## config.mk

```make
export PLATFORM = sky130hd
export DESIGN_NAME = nice_bcast_scheduler
export DESIGN_NICKNAME = d
export VERILOG_FILES = /design/src/rtl/nice_bcast_pkg.sv /design/src/rtl/nice_rr_arbiter.sv /design/src/rtl/nice_bcast_scheduler.sv
export SDC_FILE = /design/constraint.sdc
export NUM_CORES = 1
export LEC_CHECK = 0
export CAP_MARGIN = 20
export CELL_PAD_IN_SITES_DETAIL_PLACEMENT = 0
export CELL_PAD_IN_SITES_GLOBAL_PLACEMENT = 2
export CORE_AREA = 4 4 127 129
export CTS_BUF_LIST = sky130_fd_sc_hd__clkbuf_4 sky130_fd_sc_hd__clkbuf_8
export DETAILED_ROUTE_END_ITERATION = 12
export DIE_AREA = 0 0 131 133
export DONT_BUFFER_PORTS = 1
export PLACE_DENSITY = 0.68
export SETUP_SLACK_MARGIN = 0.15
export SYNTH_ARGS = -nofsm -noshare
export SYNTH_HDL_FRONTEND = slang
export SYNTH_HIERARCHICAL = 1
export SYNTH_SLANG_ARGS = --single-unit
```

## constraint.sdc

```tcl
create_clock -name clk -period 3.3 [get_ports clk]
set_input_delay 0.495 -clock clk [delete_from_list [all_inputs] [get_ports clk]]
set_output_delay 0.495 -clock clk [all_outputs]
set_load 0.1 [all_outputs]
```

## src/rtl/nice_bcast_pkg.sv

```systemverilog
// rtl/nice_bcast_pkg.sv - shared types and round-robin pick helper for the broadcast scheduler
package nice_bcast_pkg;

  typedef enum logic [0:0] {
    IDLE  = 1'b0,
    BCAST = 1'b1
  } state_e;

  // Widest requester set the pick helper can scan, and the index width it returns.
  localparam int unsigned RR_MAX_N = 32;
  localparam int unsigned RR_IDX_W = 5;

  typedef struct packed {
    logic                found;
    logic [RR_IDX_W-1:0] idx;
  } rr_pick_t;

  // Width of a source-index tag for n requesters (never below 1 bit).
  function automatic int unsigned src_width(input int unsigned n);
    return (n <= 1) ? 1 : $clog2(n);
  endfunction

  // First set bit of valid[n-1:0], scanning upward from ptr and wrapping at n.
  function automatic rr_pick_t rr_pick(input logic [RR_MAX_N-1:0] valid,
                                       input logic [RR_IDX_W-1:0] ptr,
                                       input int unsigned         n);
    rr_pick_t            r;
    logic [RR_IDX_W:0]   k;
    r = '0;
    for (int unsigned off = 0; off < RR_MAX_N; off++) begin
      k = {1'b0, ptr} + (RR_IDX_W+1)'(off);
      if (32'(k) >= n) begin
        k = k - (RR_IDX_W+1)'(n);
      end
      if ((off < n) && !r.found && valid[k[RR_IDX_W-1:0]]) begin
        r.found = 1'b1;
        r.idx   = k[RR_IDX_W-1:0];
      end
    end
    return r;
  endfunction

endpackage

```

## src/rtl/nice_rr_arbiter.sv

```systemverilog
// rtl/nice_rr_arbiter.sv - combinational round-robin arbiter; pointer is held by the caller
module nice_rr_arbiter
  import nice_bcast_pkg::*;
#(
  parameter int unsigned N     = 4,
  parameter int unsigned IDX_W = src_width(N)
) (
  input  logic [N-1:0]     req,
  input  logic [IDX_W-1:0] ptr,
  output logic [N-1:0]     grant,
  output logic [IDX_W-1:0] idx,
  output logic             found
);

  rr_pick_t pick;

  // Scan the request vector starting at the caller's pointer.
  always_comb begin
    pick = rr_pick(RR_MAX_N'(req), RR_IDX_W'(ptr), N);
  end

  assign found = pick.found;
  assign idx   = IDX_W'(pick.idx);

  // Expand the winning index into a one-hot grant; zero when nobody requests.
  always_comb begin
    grant = '0;
    if (found) begin
      grant[idx] = 1'b1;
    end
  end

endmodule

```

## src/rtl/nice_bcast_scheduler.sv

```systemverilog
// rtl/nice_bcast_scheduler.sv - serialises round-robin requests onto a one-to-many broadcast channel
module nice_bcast_scheduler
  import nice_bcast_pkg::*;
#(
  parameter int unsigned N_REQ  = 4,
  parameter int unsigned N_SUB  = 4,
  parameter int unsigned DATA_W = 32,
  parameter int unsigned SRC_W  = src_width(N_REQ),
  parameter int unsigned CNT_W  = 16
) (
  input  logic                    clk,
  input  logic                    rst,
  input  logic [N_REQ-1:0]        req_valid,
  output logic [N_REQ-1:0]        req_ready,
  input  logic [N_REQ*DATA_W-1:0] req_data,
  input  logic [N_SUB-1:0]        sub_en,
  output logic [N_SUB-1:0]        sub_valid,
  input  logic [N_SUB-1:0]        sub_ready,
  output logic [DATA_W-1:0]       sub_data,
  output logic [SRC_W-1:0]        sub_src,
  output logic                    busy,
  output logic                    done,
  output logic [CNT_W-1:0]        drop_cnt
);

  state_e              state_q, state_d;
  logic [N_SUB-1:0]    pending_q, pending_d;
  logic [SRC_W-1:0]    rr_ptr_q, rr_ptr_d;
  logic [DATA_W-1:0]   data_q, data_d;
  logic [SRC_W-1:0]    src_q, src_d;
  logic [CNT_W-1:0]    drop_cnt_q, drop_cnt_d;
  logic                done_q, done_d;

  logic [N_REQ-1:0]    win_grant;
  logic [SRC_W-1:0]    win_idx;
  logic                win_found;
  logic [DATA_W-1:0]   win_data;
  logic [N_SUB-1:0]    still_pending;

  nice_rr_arbiter #(
    .N     (N_REQ),
    .IDX_W (SRC_W)
  ) u_arb (
    .req   (req_valid),
    .ptr   (rr_ptr_q),
    .grant (win_grant),
    .idx   (win_idx),
    .found (win_found)
  );

  // Select the winning requester's word from the packed request bus.
  always_comb begin
    win_data = '0;
    for (int unsigned i = 0; i < N_REQ; i++) begin
      if (win_idx == SRC_W'(i)) begin
        win_data = req_data[i*DATA_W +: DATA_W];
      end
    end
  end

  // Subscribers still owing an accept after this cycle's handshakes.
  assign still_pending = pending_q & ~sub_ready;

  // Next-state and output decode: capture in IDLE, drain the pending mask in BCAST.
  always_comb begin
    state_d    = state_q;
    pending_d  = pending_q;
    rr_ptr_d   = rr_ptr_q;
    data_d     = data_q;
    src_d      = src_q;
    drop_cnt_d = drop_cnt_q;
    done_d     = 1'b0;
    req_ready  = '0;
    sub_valid  = '0;
    busy       = 1'b0;
    case (state_q)
      IDLE: begin
        if (win_found) begin
          req_ready = win_grant;
          data_d    = win_data;
          src_d     = win_idx;
          pending_d = sub_en;
          rr_ptr_d  = (win_idx == SRC_W'(N_REQ-1)) ? '0 : win_idx + SRC_W'(1);
          if (sub_en != '0) begin
            state_d = BCAST;
          end else begin
            // Nobody to deliver to: retire immediately and count it.
            done_d = 1'b1;
            if (drop_cnt_q != '1) begin
              drop_cnt_d = drop_cnt_q + CNT_W'(1);
            end
          end
        end
      end
      BCAST: begin
        busy      = 1'b1;
        sub_valid = pending_q;
        pending_d = still_pending;
        if (still_pending == '0) begin
          state_d = IDLE;
          done_d  = 1'b1;
        end
      end
    endcase
  end

  // State and datapath registers with synchronous reset.
  always_ff @(posedge clk) begin
    if (rst) begin
      state_q    <= IDLE;
      pending_q  <= '0;
      rr_ptr_q   <= '0;
      data_q     <= '0;
      src_q      <= '0;
      drop_cnt_q <= '0;
      done_q     <= 1'b0;
    end else begin
      state_q    <= state_d;
      pending_q  <= pending_d;
      rr_ptr_q   <= rr_ptr_d;
      data_q     <= data_d;
      src_q      <= src_d;
      drop_cnt_q <= drop_cnt_d;
      done_q     <= done_d;
    end
  end

  assign sub_data = data_q;
  assign sub_src  = src_q;
  assign drop_cnt = drop_cnt_q;
  assign done     = done_q;

endmodule

```

Word level (Yosys, flattened, before mapping)
Cells that the tools add are included.
Widths: inputs -> output; s select.
{"block": "totals", "ff_bits": 58, "inputBits": 142}
{"block": "op_classes", "addsub": 9, "n_lt_le_gt_ge": 10, "n_eq_ne": 5, "muxes": 37, "bitwise": 4, "n_reduce_logical": 12}
{"op": "$mux 32", "n": 4}
{"op": "$lt 5x6->1 const B", "n": 4}
{"op": "$mux 6", "n": 4}
{"op": "$bmux 1 s5", "n": 4}
{"op": "$mux 5", "n": 4}
{"op": "$ge 6x3->1 const B", "n": 3}
{"op": "$add 16x1->16 const B", "n": 1}
{"op": "$mux 4", "n": 4}
{"op": "$ne 16x16->1 const B", "n": 1}
{"op": "$sub 5x3->5 const B", "n": 3}
{"op": "$mux 1", "n": 12}
{"op": "$pmux 4 s2", "n": 1}
{"op": "$add 2x2->3 const B", "n": 2}
{"op": "$and 4x4->4", "n": 1}
{"op": "$eq 2x2->1 const B", "n": 2}
{"op": "$logic_and 1x1->1", "n": 4}
{"op": "$logic_not 4->1", "n": 1}
{"op": "$not 4->4", "n": 1}
{"op": "$pmux 1 s2", "n": 2}
{"op": "$reduce_and 4->1", "n": 1}
{"op": "$reduce_bool 4->1", "n": 1}
{"op": "$sub 2x3->4 const B", "n": 1}
{"op": "$add 2x1->3 const B", "n": 1}
{"op": "$ge 2x3->1 const B", "n": 1}
{"op": "11 further kinds", "n": 14}

Logic depth before layout (Yosys ltp)
{"block": "depth", "depth_word": 20, "ltp_mapped": 17, "ltp_nobuf": 13}

By module
The synthesis kept the hierarchy.
{"mod": "nice_bcast_scheduler", "instances": 1, "cells_per_inst": 424, "area_each_um2": 3318.2, "seq_area_each_um2": 1161.1}
{"mod": "nice_rr_arbiter", "instances": 1, "cells_per_inst": 44, "area_each_um2": 390.4, "seq_area_each_um2": 0.0}

Worst setup path before layout
No wires, ideal clock.
{"block": "synth_timing", "path_kind": "reg-to-output", "from": "register rr_ptr_q[0]", "to": "output port req_ready[0]", "arrival_ps": 3078, "required_ps": 2805, "path_slack_ps": -273, "stages_incl_launch_ff": 12, "n_path_buf": 4, "path_cell_list": "dfxtp_1 > buf_6 > inv_1 > ha_1 > clkbuf_1 > nor3_1 > nor4_4 > nand2_1 > nor2b_1 > buf_2 > clkbuf_1 > and2_1"}
{"element": "start: declaration", "line_no": "nice_bcast_scheduler.sv:28", "text": "logic [SRC_W-1:0] rr_ptr_q, rr_ptr_d;"}
{"element": "start signal: assignment", "line_no": "nice_bcast_scheduler.sv:120", "text": "rr_ptr_q <= rr_ptr_d;"}
{"element": "branches (longest 13 deep; another with $sub 5x3->5)"}
{"element": "$mux 6 (*)", "line_no": "nice_bcast_pkg.sv:35", "text": "if ((off < n) && !r.found && valid[k[RR_IDX_W-1:0]]) begin"}
{"element": "via win_found", "line_no": "nice_bcast_scheduler.sv:36", "text": "logic win_found;"}
{"element": "$mux 4 (*)", "line_no": "nice_bcast_scheduler.sv:78", "text": "if (win_found) begin"}
{"element": "$mux 4 (*)", "line_no": "nice_bcast_scheduler.sv:76", "text": "case (state_q)"}
{"element": "end: declaration", "line_no": "nice_bcast_scheduler.sv:14", "text": "output logic [N_REQ-1:0] req_ready,"}
Mark *: on every way through the listed nets, which the timed path passes. The select of a mux whose other input is x is not followed.

Final worst setup path
{"block": "layout_timing", "from": "register rr_ptr_q[0]", "to": "output port req_ready[2]"}
{"block": "layout_between", "elab_chain_len": 20}
{"element": "branches (longest 13 deep; another with $sub 5x3->5)"}
{"element": "$mux 6 (*)", "line_no": "nice_bcast_pkg.sv:35"}
{"element": "$lt 2x3->1 (not written as such) or $ge 2x1->1 (tied branches)", "line_no": "nice_rr_arbiter.sv:29", "text": "grant[idx] = 1'b1;"}
{"element": "$logic_and 1x1->1 (not written as such)", "line_no": "nice_rr_arbiter.sv:29"}
{"element": "$mux 1 (not written as such)", "line_no": "nice_rr_arbiter.sv:29"}
{"element": "$demux 1 s2 (*)"}
{"element": "via win_grant[2]", "line_no": "nice_bcast_scheduler.sv:34", "text": "logic [N_REQ-1:0] win_grant;"}
{"element": "$mux 4 (*)", "line_no": "nice_bcast_scheduler.sv:78"}
{"element": "$mux 4 (*)", "line_no": "nice_bcast_scheduler.sv:76"}
Marked as above.

==> results.sh <==
export IMPL_status="finished, final reports clean"
export IMPL_syn_inst=468
export IMPL_drtAntennaViolNets=0
export IMPL_diodes=0
export IMPL_fmax_ghz=0.314
export IMPL_final_layout_size_suffix_gt1_frac=0.287
export IMPL_area_growth_pct=30.6
export IMPL_viasPerCell=5.51
export IMPL_crit_slowest_cell="mux4_2"
export IMPL_gp_congestion=0.796
export IMPL_maxCapViolations=0
export IMPL_synth_mux_area_frac=0.0368
export IMPL_clock_path_buffers=2
export IMPL_synth_xor_area_share=0.00236
export IMPL_start_util=0.247
export IMPL_leakage_nw=1.93
export IMPL_r2r_end="sub_data[26]$_SDFFE_PP0P_"
export IMPL_cp_cell_sequence="buf_12, mux4_2, nor4_4, a2111oi_4, buf_4, nor3b_4, and2_4, buf_12"
export IMPL_die_x_um=131
export IMPL_postLayoutCellArea_sq_um=4840
export IMPL_dieArea_sq_um=17400
export IMPL_fin_crit_sh=0.966
export IMPL_synth_async_reset_ratio=0
export IMPL_grt_antenna_before_repair=0
export IMPL_synth_fa_ha_area_frac=0.0304
export IMPL_h_tree_depth=3
export IMPL_grt_total_usage=0.136
export IMPL_syn_nets=619
export IMPL_min_delay_start="rst"
export IMPL_pin_count=202
export IMPL_syn_area_sq_um=3710
export IMPL_min_path_cells=1
export IMPL_crit_type="register to primary output"
export IMPL_port_buffers=0
export IMPL_min_to="drop_cnt[14]$_SDFFE_PP0P_"
export IMPL_synth_edff_count=0
export IMPL_rr_worst_depth=13
export IMPL_timing_rr_start="rr_ptr_q[0]$_SDFFE_PP0P_"
export IMPL_synth_warnings=6
export IMPL_cts_buffers=9
export IMPL_cp_top_family="simple AND/OR/NAND/NOR gates"
export IMPL_maxSlewViolCount=0
export IMPL_clock_skew_ps=10.9
export IMPL_slew_headroom=0.313
export IMPL_rrSetupSlack_ps=150
export IMPL_rsz0062_at_grt="true"
export IMPL_layout_nets=652
export IMPL_crit_required_ps=2800
export IMPL_cp_max_fo=8
export IMPL_die_y_um=133
export IMPL_power_density_nw_per_um2=1380
export IMPL_gr_total_overflow=0
export IMPL_post_route_min_period_ps=3190
export IMPL_cts_sinks=58
export IMPL_crit_top_cell="buf_12"
export IMPL_clkLatencyLatePin_ps=360
export IMPL_synth_simple_area_share=0.159
export IMPL_placed_area_sq_um=4240
export IMPL_drcViolationCount=0
export IMPL_drt_total_wl_um=13700
export IMPL_grt_pass1_vias=3645
export IMPL_ir_drop_mv=0.984
export IMPL_netlist_cell_type_count=53
export IMPL_fillers=1613
export IMPL_cp_arrival_ps=2690
export IMPL_crit_buf_inv=3
export IMPL_setup_worst_path_end_class="primary output"
export IMPL_synth_seq_cells=58
export IMPL_root_buffer="clkbuf_8"
export IMPL_rows=45
export IMPL_initialDrtViolationCount=139
export IMPL_wl_per_cell_um=19.7
export IMPL_synth_top_family_by_area="compound AO/OA/AOI/OAI gates"
export IMPL_cts_tree="built"
export IMPL_setup_tns_ps=0
export IMPL_worstSetupStartpointType="register"
export IMPL_finalCoreUtilization=0.322
export IMPL_grt_first_pass_wirelength_um=18700
export IMPL_seq_area_frac_synth=0.313
export IMPL_tightest_slew_ps=1030
export IMPL_grt_start_max_net_pins=56
export IMPL_clk_pin_slew_ps=80
export IMPL_synth_flop_cell="dfxtp_1"
export IMPL_dr_total_vias=3825
export IMPL_firstDrtPassIters=4
export IMPL_core_sq_um=15000
export IMPL_hold_path_class="input pin to register"
export IMPL_finalSetupViolations=0
export IMPL_dp_hpwl_um=9500
export IMPL_synth_compound_area_frac=0.368
export IMPL_hold_violations=0
export IMPL_syn_area_per_cell_sq_um=7.92
export IMPL_max_stage_delay_ps=560
export IMPL_worst_path_stages=8
==> cell usage after synthesis, types with 4 or more instances <==
cell type | count | area share
a211o_1 | 31 | 0.073
a21oi_1 | 88 | 0.12
a221oi_1 | 31 | 0.073
and2_1 | 9 | 0.015
buf_2 | 6 | 0.0081
clkbuf_1 | 34 | 0.034
dfxtp_1 | 58 | 0.31
ha_1 | 9 | 0.030
inv_1 | 42 | 0.043
mux2_2 | 6 | 0.018
nand2_1 | 21 | 0.021
nand3_1 | 4 | 0.0054
nand4_1 | 5 | 0.0084
nor2_1 | 7 | 0.0071
nor2b_1 | 10 | 0.017
nor4_1 | 4 | 0.0067
o21ai_0 | 40 | 0.054
o31ai_1 | 7 | 0.014
or3_1 | 4 | 0.0067
or4_1 | 7 | 0.014
==> per-layer routing <==
metal	global-route usage	wire, um
met1	0.148	5460
met5	0	0
met4	0.0531	264
met2	0.234	6780
met3	0.0521	1170
==> area by class of cell <==
class | instances | area, sq um | area share
Sequential cell | 58 | 1170 | 0.241
Clock buffer | 11 | 145 | 0.0300
Tap cell | 188 | 235 | 0.0486
Inverter | 42 | 158 | 0.0325
Timing Repair Buffer | 64 | 659 | 0.136
Clock inverter | 5 | 30.0 | 0.00620
Multi-Input combinational cell | 326 | 2450 | 0.505
==> layout by cell type, fill, tap and decap left out, types with 3 or more instances in the layout <==
cell,count
nor2_1,7
buf_6,3
inv_1,41
o31ai_1,7
ha_1,4
buf_12,9
nand2_1,20
and2_1,5
nand3_1,4
a211o_1,31
a21oi_2,22
o21ai_0,40
a221oi_1,31
clkinv_2,3
clkbuf_8,10
dfxtp_1,56
and3_1,3
buf_4,49
ha_2,3
nand4_1,5
and2_4,4
nor2b_4,3
nor2b_1,7
mux2_2,5
a21oi_1,66
or3_1,3
or4_1,7
==> state kept, by name, indices dropped and copies added, names as in the netlist <==
name       cells
done           1
drop_cnt      16
pending_q      4
rr_ptr_q       2
state_q        1
sub_data      32
sub_src        2
==> where the power goes <==
part | switching [mW] | internal (mW)
Clock | 0.308 | 0.297
Sequential | 1.24 | 0.888
Combinational | 2.14 | 1.81
Total | 3.68 | 3.00
==> kinds of logic (layout without fill, tap and decap cells) <==
logic type | count (synthesis) | count (layout)
AO/OA/AOI/OAI | 211 | 211
adder cells (fa/ha/maj) | 9 | 9
flip-flops | 58 | 58
buffers and inverters | 84 | 122
XOR/XNOR | 1 | 1
multiplexers | 10 | 10
AND/OR/NAND/NOR | 95 | 95
==> stage by stage <==
step / instances / hold WS (ps) / total power, mW / setup WS, ps
after floorplan: 468 / 461 / 4.46 / 56.2
after global placement: 657 / 472 / 5.33 / 93.2
after detailed placement: 657 / 481 / 5.38 / -35.4
after CTS: 676 / 162 / 6.08 / 146
after global routing: 694 / 171 / 7.09 / 0.0300
final: 694 / 210 / 6.68 / 113
==> worst max-delay path by stage <==
stage                                   startpoint                   endpoint  slack, ps
after floorplan           rr_ptr_q[0]$_SDFFE_PP0P_               req_ready[0]         60
after global placement    rr_ptr_q[1]$_SDFFE_PP0P_   sub_data[1]$_SDFFE_PP0P_         90
after detailed placement  rr_ptr_q[1]$_SDFFE_PP0P_   sub_data[1]$_SDFFE_PP0P_        -40
after CTS                 rr_ptr_q[0]$_SDFFE_PP0P_               req_ready[3]        150
after global routing      rr_ptr_q[0]$_SDFFE_PP0P_  sub_data[26]$_SDFFE_PP0P_       0.03
final                     rr_ptr_q[0]$_SDFFE_PP0P_               req_ready[2]        110
==> what timing repair did <==
| action | 4_1_cts | 5_1_grt |
|---|---|---|
| setup endpoints to repair | 36 | 36 |
| resized for setup | 11 | 42 |
| hold buffers | 0 | 0 |
| cloned | 0 | 3 |
| pin swaps | 2 | 30 |
| buffers inserted | 3 | 14 |
No activity file was read; power rests on OpenSTA's default activity.
